[src/rtl/audio_clk_sequencer.sv]
// I2S bit-clock / word-select generator with frame-aligned start, stop and
// reconfiguration, driven entirely from the master clock clkIn.
module audio_clk_sequencer #(
  parameter int HALF_W   = 8,
  parameter int BITS_W   = 6,
  parameter int DEF_HALF = 4,
  parameter int DEF_BITS = 32
) (
  input  logic              clkIn,
  input  logic              reset_n,
  input  logic              enable,
  input  logic              cfg_valid,
  output logic              cfg_ready,
  input  logic [HALF_W-1:0] cfg_half,
  input  logic [BITS_W-1:0] cfg_bits,
  output logic              bclk,
  output logic              lrclk,
  output logic              bclk_fall_en,
  output logic              frame_start,
  output logic              busy
);

  typedef enum logic [1:0] {IDLE, RUN, STOP} state_t;

  state_t            state, state_next;
  logic [HALF_W-1:0] hc, act_half, shadow_half;
  logic [BITS_W-1:0] bc, act_bits, shadow_bits;
  logic              pending;
  logic              running, hc_wrap, bc_last, bclk_fall, boundary;
  logic              accept, apply_cfg;

  assign running   = (state != IDLE);
  assign hc_wrap   = (hc == act_half - HALF_W'(1));
  assign bc_last   = (bc == act_bits - BITS_W'(1));
  assign bclk_fall = running && hc_wrap && bclk;
  // The frame boundary is the bclk fall that also returns lrclk to left.
  assign boundary  = bclk_fall && bc_last && lrclk;
  assign accept    = cfg_valid && !pending;
  assign apply_cfg = pending && (!running || boundary);
  assign cfg_ready = !pending;
  assign busy      = running;

  always_ff @(posedge clkIn or negedge reset_n) begin
    if (!reset_n) state <= IDLE;
    else          state <= state_next;
  end

  always_comb begin
    state_next = state;
    case (state)
      IDLE:    if (enable) state_next = RUN;
      RUN:     if (!enable) state_next = STOP;
      STOP: begin
        if (enable)        state_next = RUN;
        else if (boundary) state_next = IDLE;
      end
      default: state_next = IDLE;
    endcase
  end

  always_ff @(posedge clkIn or negedge reset_n) begin
    if (!reset_n) begin
      hc           <= '0;
      bc           <= '0;
      bclk         <= 1'b0;
      lrclk        <= 1'b0;
      bclk_fall_en <= 1'b0;
      frame_start  <= 1'b0;
    end else begin
      frame_start  <= (state == IDLE && enable) || boundary;
      bclk_fall_en <= bclk_fall;
      if (!running) begin
        hc    <= '0;
        bc    <= '0;
        bclk  <= 1'b0;
        lrclk <= 1'b0;
      end else if (hc_wrap) begin
        hc   <= '0;
        bclk <= ~bclk;
        if (bclk) begin
          if (bc_last) begin
            bc    <= '0;
            lrclk <= ~lrclk;
          end else begin
            bc <= bc + BITS_W'(1);
          end
        end
      end else begin
        hc <= hc + HALF_W'(1);
      end
    end
  end

  // Acceptance needs pending low and a copy needs it high, so they never coincide.
  always_ff @(posedge clkIn or negedge reset_n) begin
    if (!reset_n) begin
      act_half    <= HALF_W'(DEF_HALF);
      act_bits    <= BITS_W'(DEF_BITS);
      shadow_half <= HALF_W'(DEF_HALF);
      shadow_bits <= BITS_W'(DEF_BITS);
      pending     <= 1'b0;
    end else begin
      if (apply_cfg) begin
        act_half <= shadow_half;
        act_bits <= shadow_bits;
        pending  <= 1'b0;
      end
      if (accept) begin
        shadow_half <= (cfg_half == '0) ? HALF_W'(1) : cfg_half;
        shadow_bits <= (cfg_bits == '0) ? BITS_W'(1) : cfg_bits;
        pending     <= 1'b1;
      end
    end
  end

endmodule
[config.mk]
export PLATFORM = sky130hd
export DESIGN_NAME = audio_clk_sequencer
export DESIGN_NICKNAME = d
export VERILOG_FILES = /design/src/rtl/audio_clk_sequencer.sv
export SDC_FILE = /design/constraint.sdc
export NUM_CORES = 1
export LEC_CHECK = 0
export CAP_MARGIN = 0
export CORE_MARGIN = 5
export CORE_UTILIZATION = 50
export DETAILED_ROUTE_END_ITERATION = 7
export GPL_ROUTABILITY_DRIVEN = 0
export PLACE_DENSITY = 0.73
export SYNTH_ARGS = -nofsm -noshare
export SYNTH_HDL_FRONTEND = slang
export SYNTH_SLANG_ARGS = --single-unit
[constraint.sdc]
create_clock -name clkIn -period 2.8 [get_ports clkIn]
set_input_delay 0.56 -clock clkIn [delete_from_list [all_inputs] [get_ports clkIn]]
set_output_delay 0.56 -clock clkIn [all_outputs]
set_load 0.01 [all_outputs]
==> impl_metrics.py <==
metrics = {
    "global_routing": {
        "antenna_found_initial": 0,
        "overflow": 0,
        "grt_pass1_vias": 2316,
        "grt_max_degree": 50,
        "track_usage_pct": 17.8,
        "grt_pass1_wl_um": 10600,
    },
    "detailed_routing": {
        "drt_iter0_markers": 161,
        "drc": 0,
        "ant_nets": 0,
        "vias_per_cell": 6.11,
        "drt-total-wl_um": 6290,
        "vias": 2438,
        "dr.pass1.iters": 4,
        "wl_per_cell_um": 15.8,
    },
    "clock_network": {
        "cts_buffer_depth": 2,
        "htreeDepth": 2,
        "cts_tree": "yes",
        "cts_sinks": 49,
        "clk_pin_slew_worst_paths_ns": 0.09,
        "clock_latency_ns": 0.31,
        "hold_buffers": 0,
        "root_buffer": "clkbuf_8",
        "cts_inserted_buffers": 5,
    },
    "logic_synthesis": {
        "synth_area_um2": 2820,
        "ys.flop_type": "dfrtp_1",
        "ys_warn_count": 0,
        "yosysMostFrequentCell": "dfrtp_1",
        "synth_top_area_share_pct": 40.0,
        "async_reset_ff_share_pct": 100,
        "syn_nets": 317,
        "synth-edff-count": 0,
        "ys_types": 49,
        "syn_area_per_cell_um2": 9.55,
        "synth_seq_cells": 49,
        "netlist_top_cells_area": "dfrtp_1, mux2_2, o311ai_0",
        "syn_inst": 295,
        "synth_top_area_cell": "dfrtp_1",
        "seq_area_frac_synth_pct": 43.7,
        "synth_common_cells": "dfrtp_1, nand3_1, nand2_1, nor2_1, clkbuf_1",
    },
    "floorplan": {
        "io_pins": 24,
        "core_um2": 5510,
        "start_util_pct": 51.1,
        "die_w_um": 85.1,
        "rows": 27,
        "dieArea_um2": 7230,
        "die_y_um": 85.1,
    },
    "sta": {
        "final_max_slew_viol_count": 0,
        "tightest_slew_ns": 0.594,
        "period_share_pct": 101,
        "hold_violations": 0,
        "fmax_mhz": 354,
        "relSlewSlack_pct": 60.3,
        "period_needed_ns": 2.82,
        "setup_viol": 4,
        "setup_ws_ns": -0.0215,
        "clock_skew_ns": 0.00862,
        "whs_ns": 0.158,
        "rsz0062_at_grt": "true",
    },
    "finish": {
        "diodes": 0,
        "drive_gt1_share_pct": 20.8,
        "fill_cells": 449,
        "syn_to_final_growth_pct": 21.4,
        "final_nets": 348,
    },
    "hold_path": {
        "hp-class": "input pin to asynchronous set/reset pin",
    },
    "placement": {
        "dp_hpwl_um": 4260,
        "pre_cts_ws_ns": -0.134,
        "io_buffers": 23,
    },
    "worst_setup_path": {
        "critPathMaxFanout": 5,
        "reg2reg_depth": 9,
        "path_class": "register to register",
        "critPathCaptureType": "register",
        "worstPathRequired_ns": 3.00,
        "cp-start-kind": "register",
        "crit_arrival_ns": 3.02,
    },
    "pwr": {
        "leakagePower_nw": 1.40,
        "cellPowerDensity_nw_per_um2": 620,
        "irDropWorstVdd_mv": 0.471,
    },
    "outcome": {
        "violations": "setup timing",
        "status": "finished with violations",
    },
    "run": {
        "maxCapViolCount": 0,
    },
}
-- cell usage in the layout (no fill, tap or decap), types with 6 or more instances in the layout --
master           count
xor2_1               8
nor2_1              18
o22ai_1              9
mux2_2              13
a31oi_1             14
nor3_1               8
inv_1                7
xnor2_1             13
nand2_1             19
clkdlybuf4s50_1     22
o311ai_1            10
buf_4               21
o2bb2ai_1            6
nand3_1             22
dfrtp_1             45
-- layer usage --
layer	global-route usage [%]	routed length, µm	vias up
met4	5.04	87	0
met1	23.5	2730	1180
li1	-	-	1169
met3	3.01	366	12
met2	30.1	3110	77
met5	0	0	-
-- cell families (layout without fill, tap and decap cells) --
kind of cell | after synthesis | in the layout | synth area share [%]
AND/OR/NAND/NOR | 99 | 99 | 18.3
AO/OA/AOI/OAI | 75 | 75 | 19.8
flip-flops | 49 | 49 | 43.7
buffers and inverters | 34 | 66 | 4.66
XOR/XNOR | 21 | 21 | 6.53
multiplexers | 13 | 13 | 5.20
adder cells (fa/ha/maj) | 4 | 4 | 1.78
-- critical path, stage by stage (launching register included) --
cell and delay, ns:
dfrtp_1 0.40, inv_2 0.09, ha_4 0.13, or3b_4 0.37, or4_1 0.41, a2111o_1 0.42, a211o_4 0.31, buf_6 0.13
a211o_1 0.22, a32o_1 0.25
-- where the power goes --
part | internal, W | switching [W] | leakage (nW)
clock network | 0.000274 | 0.000252 | 0.0603
logic | 0.000309 | 0.000320 | 0.753
registers | 0.000844 | 0.000120 | 0.582
-- per-stage QoR --
stage	setup TNS [ns]	total power [W]	util (%)	instance area (µm²)	instances
2_1_floorplan	-0.0271	0.00137	-	2830	295
3_3_place_gp	-0.237	0.00153	57.9	3190	386
3_5_place_dp	-1.08	0.00156	57.9	3190	386
4_1_cts	-0.0327	0.00210	60.7	3340	397
5_1_grt	-0.473	0.00226	62.1	3420	399
6_report	-0.0418	0.00212	62.1	3420	399
-- repair_timing --
action / in CTS / in global routing
resized for setup: 10 / 17
pin swaps: 1 / 3
buffers inserted: 3 / 2
setup endpoints to repair: 28 / 30
-- path summary, 6_finish.rpt --
check,startpoint,endpoint,slack [ns]
worst max-delay path,act_half[1]$_DFFE_PN0P_,bc[4]$_DFFE_PN0P_,-0.02
worst max register to register,act_half[1]$_DFFE_PN0P_,bc[4]$_DFFE_PN0P_,-0.02
worst min-delay path,reset_n,shadow_half[7]$_DFFE_PN0P_,0.16
worst min register to register,shadow_half[0]$_DFFE_PN0P_,shadow_half[0]$_DFFE_PN0P_,0.49
max in group asynchronous,reset_n,shadow_half[2]$_DFFE_PN1P_,1.99
min in group clkIn,shadow_half[0]$_DFFE_PN0P_,shadow_half[0]$_DFFE_PN0P_,0.49
-- sequential cells by signal, indices dropped and copies added, names as in the netlist --
name / count
shadow_half: 8
bclk: 1
state: 2
hc: 8
frame_start: 1
lrclk: 1
act_half: 8
shadow_bits: 6
pending: 1
act_bits: 6
bc: 6
bclk_fall_en: 1
-- layout make-up --
class                   instances  area [µm²]  area share, %
clock buffers                   5        68.8           2.01
clock inverters                 3        50.0           1.46
inverters                      12        45.0           1.32
multi-input cells             212        1530           44.7
flip-flops and latches         49        1230           36.0
well taps                      72        90.1           2.63
repair buffers                 46         405           11.9
No activity file was read; power rests on OpenSTA's default activity.
